`config.mk`:
```
export PLATFORM = sky130hd
export DESIGN_NAME = init_port
export DESIGN_NICKNAME = d
export VERILOG_FILES = /design/src/rtl/init_port.sv
export SDC_FILE = /design/constraint.sdc
export NUM_CORES = 1
export LEC_CHECK = 0
export BUFFER_PORTS_ARGS = -buffer_cell sky130_fd_sc_hd__buf_2
export CORE_ASPECT_RATIO = 0.5
export CORE_UTILIZATION = 30
export DETAILED_ROUTE_END_ITERATION = 10
export SKIP_CTS_REPAIR_TIMING = 1
export SLEW_MARGIN = 15
export SYNTH_ARGS = -nofsm -noshare
export SYNTH_HDL_FRONTEND = slang
export SYNTH_SLANG_ARGS = --single-unit
```
`constraint.sdc`:
```
create_clock -name clk -period 2 [get_ports clk]
set_input_delay 0.4 -clock clk [delete_from_list [all_inputs] [get_ports clk]]
set_output_delay 0.4 -clock clk [all_outputs]
set_load 0.005 [all_outputs]
```
`src/rtl/init_port.sv`:
```
// rtl/init_port.sv - initiator-side serial bus port: arbitration, capture, serial shift-out, read deserialise, split handling
module init_port #(
    parameter int ADDR_WIDTH = 16,
    parameter int DATA_WIDTH = 8
) (
    input  logic                  clk,
    input  logic                  rst,
    input  logic                  init_req,
    input  logic [ADDR_WIDTH-1:0] init_addr_in,
    input  logic                  init_addr_in_valid,
    input  logic [DATA_WIDTH-1:0] init_data_in,
    input  logic                  init_data_in_valid,
    input  logic                  init_rw,
    output logic                  init_grant,
    output logic                  init_ack,
    output logic                  init_split_ack,
    output logic [DATA_WIDTH-1:0] init_data_out,
    output logic                  init_data_out_valid,
    output logic                  bus_req,
    input  logic                  bus_grant,
    output logic                  bus_addr_out,
    output logic                  bus_addr_valid,
    output logic                  bus_data_out,
    output logic                  bus_data_out_valid,
    output logic                  bus_mode,
    input  logic                  bus_data_in,
    input  logic                  bus_data_in_valid,
    input  logic                  bus_ack,
    input  logic                  bus_split_ack
);

    localparam int MAXW = (ADDR_WIDTH > DATA_WIDTH) ? ADDR_WIDTH : DATA_WIDTH;
    localparam int CW   = $clog2(MAXW) + 1;
    localparam logic [CW-1:0] ADDR_LAST = CW'(ADDR_WIDTH - 1);
    localparam logic [CW-1:0] DATA_LAST = CW'(DATA_WIDTH - 1);

    localparam logic [3:0] S_IDLE     = 4'd0;
    localparam logic [3:0] S_REQ      = 4'd1;
    localparam logic [3:0] S_CAPTURE  = 4'd2;
    localparam logic [3:0] S_ADDR     = 4'd3;
    localparam logic [3:0] S_WDATA    = 4'd4;
    localparam logic [3:0] S_WAIT_ACK = 4'd5;
    localparam logic [3:0] S_RDATA    = 4'd6;
    localparam logic [3:0] S_SPLIT    = 4'd7;
    localparam logic [3:0] S_DONE     = 4'd8;

    logic [3:0]            state;
    logic [CW-1:0]         cnt;
    logic [ADDR_WIDTH-1:0] addr_sr;
    logic [DATA_WIDTH-1:0] data_sr;
    logic [DATA_WIDTH-1:0] rdata_sr;
    logic                  rw_q;
    logic                  addr_have;
    logic                  data_have;

    logic [ADDR_WIDTH-1:0] addr_nxt;
    logic [DATA_WIDTH-1:0] data_nxt;
    logic                  rw_nxt;
    logic                  addr_have_nxt;
    logic                  data_have_nxt;
    logic                  cap_done;
    logic [DATA_WIDTH-1:0] rdata_shift;

    // Capture looks through this cycle's valids so a same-cycle arrival completes immediately
    always_comb begin
        addr_nxt      = init_addr_in_valid ? init_addr_in : addr_sr;
        rw_nxt        = init_addr_in_valid ? init_rw : rw_q;
        data_nxt      = init_data_in_valid ? init_data_in : data_sr;
        addr_have_nxt = addr_have | init_addr_in_valid;
        data_have_nxt = data_have | init_data_in_valid;
        cap_done      = addr_have_nxt && (!rw_nxt || data_have_nxt);
        rdata_shift   = {bus_data_in, rdata_sr[DATA_WIDTH-1:1]};
    end

    always_ff @(posedge clk) begin
        if (rst) begin
            state               <= S_IDLE;
            cnt                 <= '0;
            addr_sr             <= '0;
            data_sr             <= '0;
            rdata_sr            <= '0;
            rw_q                <= 1'b0;
            addr_have           <= 1'b0;
            data_have           <= 1'b0;
            init_grant          <= 1'b0;
            init_ack            <= 1'b0;
            init_split_ack      <= 1'b0;
            init_data_out       <= '0;
            init_data_out_valid <= 1'b0;
            bus_req             <= 1'b0;
            bus_addr_out        <= 1'b0;
            bus_addr_valid      <= 1'b0;
            bus_data_out        <= 1'b0;
            bus_data_out_valid  <= 1'b0;
            bus_mode            <= 1'b0;
        end else begin
            init_ack            <= 1'b0;
            init_split_ack      <= 1'b0;
            init_data_out_valid <= 1'b0;
            case (state)
                S_IDLE: begin
                    if (init_req) begin
                        bus_req <= 1'b1;
                        cnt     <= '0;
                        state   <= S_REQ;
                    end
                end
                S_REQ: begin
                    if (!init_req) begin
                        bus_req <= 1'b0;
                        cnt     <= '0;
                        state   <= S_IDLE;
                    end else if (bus_grant) begin
                        init_grant <= 1'b1;
                        addr_have  <= 1'b0;
                        data_have  <= 1'b0;
                        cnt        <= '0;
                        state      <= S_CAPTURE;
                    end
                end
                S_CAPTURE: begin
                    addr_sr   <= addr_nxt;
                    data_sr   <= data_nxt;
                    rw_q      <= rw_nxt;
                    addr_have <= addr_have_nxt;
                    data_have <= data_have_nxt;
                    if (cap_done) begin
                        init_grant     <= 1'b0;
                        cnt            <= '0;
                        bus_mode       <= rw_nxt;
                        bus_addr_valid <= 1'b1;
                        bus_addr_out   <= addr_nxt[0];
                        addr_sr        <= addr_nxt >> 1;
                        state          <= S_ADDR;
                    end
                end
                S_ADDR: begin
                    if (cnt == ADDR_LAST) begin
                        bus_addr_valid <= 1'b0;
                        bus_addr_out   <= 1'b0;
                        cnt            <= '0;
                        if (rw_q) begin
                            bus_data_out_valid <= 1'b1;
                            bus_data_out       <= data_sr[0];
                            data_sr            <= data_sr >> 1;
                            state              <= S_WDATA;
                        end else begin
                            state <= S_RDATA;
                        end
                    end else begin
                        cnt          <= cnt + CW'(1);
                        bus_addr_out <= addr_sr[0];
                        addr_sr      <= addr_sr >> 1;
                    end
                end
                S_WDATA: begin
                    if (cnt == DATA_LAST) begin
                        bus_data_out_valid <= 1'b0;
                        bus_data_out       <= 1'b0;
                        cnt                <= '0;
                        state              <= S_WAIT_ACK;
                    end else begin
                        cnt          <= cnt + CW'(1);
                        bus_data_out <= data_sr[0];
                        data_sr      <= data_sr >> 1;
                    end
                end
                S_WAIT_ACK: begin
                    if (bus_ack) begin
                        init_ack <= 1'b1;
                        bus_req  <= 1'b0;
                        bus_mode <= 1'b0;
                        cnt      <= '0;
                        state    <= S_DONE;
                    end
                end
                S_RDATA: begin
                    // A split is honoured only before the first bit; a colliding bit is dropped
                    if (bus_split_ack && cnt == '0) begin
                        init_split_ack <= 1'b1;
                        bus_req        <= 1'b0;
                        cnt            <= '0;
                        state          <= S_SPLIT;
                    end else if (bus_data_in_valid) begin
                        rdata_sr <= rdata_shift;
                        if (cnt == DATA_LAST) begin
                            init_data_out       <= rdata_shift;
                            init_data_out_valid <= 1'b1;
                            init_ack            <= 1'b1;
                            bus_req             <= 1'b0;
                            bus_mode            <= 1'b0;
                            cnt                 <= '0;
                            state               <= S_DONE;
                        end else begin
                            cnt <= cnt + CW'(1);
                        end
                    end
                end
                S_SPLIT: begin
                    if (bus_grant) begin
                        bus_req <= 1'b1;
                        cnt     <= '0;
                        state   <= S_RDATA;
                    end
                end
                S_DONE: begin
                    if (!init_req) begin
                        cnt   <= '0;
                        state <= S_IDLE;
                    end
                end
                default: begin
                    cnt   <= '0;
                    state <= S_IDLE;
                end
            endcase
        end
    end

endmodule

```
## Word level (Yosys, flattened, before mapping)

Index checks and enable logic that the tools add are counted.

| word-level totals | value |
|---|---|
| word-level logic and storage cells | 153 |
| flip-flop bits (word level) | 62 |
| output and inout port bits | 18 |

| operators by class | value |
|---|---|
| eq/ne operators | 30 |
| add/sub/neg operators | 1 |
| muxes and demuxes | 72 |
| reductions and logical operators | 27 |
| bitwise logic cells | 4 |

Operators by type and width:

| kind | number |
|---|---|
| two-way mux 5 bit | 10 |
| two-way mux 16 bit | 3 |
| two-way mux 4 bit | 12 |
| one-hot mux 5 bit (9 select lines) | 1 |
| one-hot mux 4 bit (9 select lines) | 1 |
| inequality test 2 bit (second input constant) | 17 |
| two-way mux 8 bit | 4 |
| one-hot mux 16 bit (2 select lines) | 1 |
| two-way mux 1 bit | 28 |
| one-hot mux 8 bit (3 select lines) | 1 |
| equality test 4 x 3 -> 1 bit (second input constant) | 4 |
| one-hot mux 1 bit (2 select lines) | 8 |
| AND reduction 3 bit | 4 |
| AND reduction 4 bit | 3 |
| AND reduction 10 bit | 1 |
| AND reduction 5 bit | 2 |
| inequality test 3 bit (second input constant) | 3 |
| equality test 4 x 2 -> 1 bit (second input constant) | 2 |
| AND reduction 7 bit | 1 |
| AND reduction 6 bit | 1 |
| nonzero test 2 bit | 3 |
| nonzero test 3 bit | 2 |
| adder 5 x 1 -> 5 bit (second input constant) | 1 |
| equality test 5 x 3 -> 1 bit (second input constant) | 1 |
| other kinds (16) | 20 |

## Longest topological paths before layout

| depth | value |
|---|---|
| depth in word-level cells | 6 |
| gate-level depth with buffers | 8 |
| depth with buffers taken out | 7 |

## Worst setup path before layout

OpenSTA, ideal clock, no wires.

| path | value |
|---|---|
| path type | input to register |
| from | input port init_addr_in_valid |
| to | register state[0] |
| stages | 7 |
| setup slack | -0.082 ns |
| required time | 1.879 ns |
| library setup time | 0.121 ns |
| arrival | 1.960 ns |
| path buffers | 2 |
| path through | buf_6 -> mux2i_4 -> or2_2 -> o211ai_2 -> or4_4 -> buf_6 -> mux2_4 |

| between the ends | value |
|---|---|
| longest elaborated chain between the ends | 6 |

RTL lines:

| element | RTL line | source |
|---|---|---|
| start, declared | 10 | `input logic init_addr_in_valid,` |
| two-way mux 1 bit | 67 | `rw_nxt = init_addr_in_valid ? init_rw : rw_q;` |
| logical NOT 1 bit | 71 | `cap_done = addr_have_nxt && (!rw_nxt \|\| data_have_nxt);` |
| logical OR 1 bit | 71 |  |
| logical AND 1 bit * | 71 |  |
| inequality test 2 bit (no source line) * | - |  |
| AND reduction 10 bit (no source line) * | - |  |
| end signal, assigned | 77 | `state <= S_IDLE;` |
| end signal, assigned | 105 | `state <= S_REQ;` |
| end signal, assigned | 112 | `state <= S_IDLE;` |
| end, declared | 47 | `logic [3:0] state;` |

Mark *: on every way between the ends. The rest lies on a longest branch, timed or not.
A chain may end at the register's enable or synchronous reset.

## Final worst setup path

| path | value |
|---|---|
| from | register cnt[0] |
| to | register state[0] |

| between the ends | value |
|---|---|
| longest elaborated chain between the ends | 4 |

RTL lines:

| element | RTL line | source |
|---|---|---|
| start, declared | 48 | `logic [CW-1:0] cnt;` |
| start signal, assigned | 151 | `cnt <= cnt + CW'(1);` |
| start signal, assigned | 163 | `cnt <= cnt + CW'(1);` |
| start signal, assigned | 195 | `cnt <= cnt + CW'(1);` |
| logical NOT 5 bit | 179 | `if (bus_split_ack && cnt == '0) begin` |
| logical AND 1 bit | 179 |  |
| inequality test 3 bit (no source line) or two-way mux 4 bit (tied branches) | - |  |
| AND reduction 10 bit (no source line) or one-hot mux 4 bit (9 select lines) (tied branches) | - |  |
| end signal, assigned | 174 | `state <= S_DONE;` |
| end signal, assigned | 183 | `state <= S_SPLIT;` |
| end signal, assigned | 193 | `state <= S_DONE;` |

Several ways; a longest one is shown, not always the timed one.

==> results.cfg <==
[power]
peakVddDrop_uv = 452
p_total_mw = 4.85
p_leak_nw = 1.90
p_per_area_nw_per_um2 = 1100

[layout]
final_cell_mix = 57 x dfxtp_1, 55 x buf_4, 52 x buf_2, 43 x nor2_1, 41 x mux2i_1
fin_nets = 492
layout-drive-gt1-share = 0.341
area_growth_syn_to_layout_pct = 32.9
diodes = 0
final_common_cell = dfxtp_1

[floorplan]
die_h_um = 76.3
die_area_sq_um = 11500
initial_core_util = 0.316
core_sq_um = 10500
die_w_um = 151
io_pins = 53
std_cell_rows = 26

[timing]
hold_viol_final = 0
finalSetupViolations = 0
rsz0062_at_grt = yes
finalMaxSlewViolations = 0
holdWs_ns = 0.329
relSlewSlack = 0.704
worst_slew_pin_slew_ns = 0.432
finalClockSkew_ns = 0.00509
fmax_mhz = 507
period_share = 0.987
fin_crit_ns = 1.97

[route]
route.vias.total = 3020
drc = 0
drtPass1Iterations = 4
initialDrtViolationCount = 137
wirelength_um = 8660
vias_per_cell = 5.06
wl_per_cell_um = 14.5
ant_nets = 0

[setup_path]
crit_path_end = state[0]
worstSetupPathType = reg -> reg
worstSetupStartpoint = cnt[0]
reg2reg_from = cnt[0]
reg2reg_slack_ns = 0.03
r2r-end = state[0]
path_max_fanout = 4
crit_path_end_kind = register
startpoint_type = register
worstPathRequired_ns = 2.21
arrival_ns = 2.18
ff2ff_path_depth = 7

[logic_synthesis]
ys_warn_count = 0
synthFlopType = dfxtp_1
synth_top_family_by_area = compound AO/OA/AOI/OAI gates
synth_fa_ha_area_frac = 0.0113
synth-seq-area-share = 0.369
async_reset_ff_frac = 0
synth_fp_nets = 396
synth_xor_area_frac = 0.00265
syn-instance-count = 358
synth_compound_area_frac = 0.245
netlist_area_sq_um = 3310
synthSimpleGateAreaFrac = 0.185
avgSynthCellArea_sq_um = 9.25
synth_edf_count = 0
synth_cell_types = 64
synth.area.mux_share = 0.135
ys_ff_latch = 61

[clock_network]
cts_root_buffer = clkbuf_16
clkSinkCount = 61
clock_path_buffers = 2
clk_pin_slew_ns = 0.05
htreeDepth = 3
cts_buffers = 9
clkLatencyLatePin_ns = 0.32
cts_tree = done

[placed_design]
port_buffers = 52
place_congestion = 0.868
hpwl_um = 6400

[global_routing]
grt_pass1_vias = 2893
antenna_found_initial = 0
grt.total_usage = 0.159
overflow = 0
grt_pass1_wl_um = 14300
grt_start_max_net_pins = 36

[run]
drv_cap = 0

[min_path]
hold_path_class = in -> reg
worstHoldStart = init_addr_in[15]

[run_status]
run_status = completed
synth_stat cells, types with 2 or more instances:
library cell / n / share of area
dfxtp_1: 61 / 0.37
nor2_1: 43 / 0.049
mux2i_1: 41 / 0.12
nand2_1: 17 / 0.019
o2bb2ai_1: 17 / 0.045
a2bb2oi_1: 15 / 0.040
o21ai_0: 13 / 0.020
a21oi_1: 12 / 0.018
clkbuf_1: 10 / 0.011
a211oi_1: 9 / 0.020
inv_1: 9 / 0.010
nor3_1: 9 / 0.014
nand3_1: 6 / 0.0091
a31oi_1: 5 / 0.0094
buf_2: 5 / 0.0076
buf_4: 5 / 0.011
nand2b_1: 5 / 0.0094
nor2b_1: 5 / 0.0094
nor3b_1: 4 / 0.0091
a2111oi_0: 3 / 0.0079
and2_1: 3 / 0.0057
buf_6: 3 / 0.010
ha_1: 3 / 0.011
o211ai_1: 3 / 0.0068
o21a_1: 3 / 0.0068
or2_2: 3 / 0.0057
a21boi_0: 2 / 0.0045
a21o_1: 2 / 0.0045
a22oi_1: 2 / 0.0045
and4bb_2: 2 / 0.0076
nand4_1: 2 / 0.0038
nand4b_1: 2 / 0.0053
nor3b_2: 2 / 0.0076
o211ai_2: 2 / 0.0076
area by class of cell:
cell class	count	area (sq um)
multi-input combinational	264	1990
tap	140	175
sequential	61	1230
clock inverter	2	10.0
timing repair buffer	109	704
inverter	9	33.8
fill	1091	6080
clock buffer	12	256
flip-flops by register name, summed over array words and instances (netlist names), 4 cells and up:
register and flops:
addr_sr 16, data_sr 8, init_data_out 8, rdata_sr 7, cnt 5, state 4
per-stage QoR:
stage               instances   util  setup TNS, ns  area (sq um)  setup WS [ns]
floorplan                 358      -        -0.0621          3340        -0.0621
global placement          583  0.388         -0.145          4070        -0.0203
detailed placement        583  0.388         -0.584          4070        -0.0698
CTS                       597  0.414         -0.715          4330        -0.0793
global route              597  0.420         -0.101          4400        -0.0301
finish                    597  0.420              0          4400         0.0267
how the worst min path moves through the flow:
stage / cells past startpoint / slack (ns) / to
final: 3 / 0.33 / addr_sr[15]
after global routing: 3 / 0.34 / init_data_out[7]
after CTS: 3 / 0.32 / addr_sr[15]
after detailed placement: 1 / 0.45 / addr_sr[6]
after global placement: 1 / 0.45 / addr_sr[9]
after floorplan: 1 / 0.43 / addr_sr[10]
cell families (layout without fill, tap and decap cells):
group                    count (synthesis)  in the layout
AND/OR/NAND/NOR                        112            112
AO/OA/AOI/OAI                          105            105
flip-flops                              61             61
multiplexers                            43             43
buffers and inverters                   33            132
adder cells (fa/ha/maj)                  3              3
XOR/XNOR                                 1              1
power by group:
part	internal (mW)	switching [mW]	total, mW
Sequential	1.41	0.147	1.55
Combinational	0.959	0.957	1.92
Clock	0.885	0.498	1.38
critical path: stages, from the launching register on:
cell and delay (ns):
dfxtp_2 0.35, ha_4 0.17, buf_4 0.13, and4bb_2 0.23
or3_4 0.38, o21ai_2 0.16, or4_4 0.16, mux2_4 0.29
per-layer routing:
metal  GRT usage  wire (um)  vias up
li1            -          -     1531
met1       0.214       4230     1403
met2       0.243       3860       75
met3      0.0497        442       11
met4      0.0455        125        0
met5           0          0        -
Note: power is estimated with default switching activity, not from simulation.
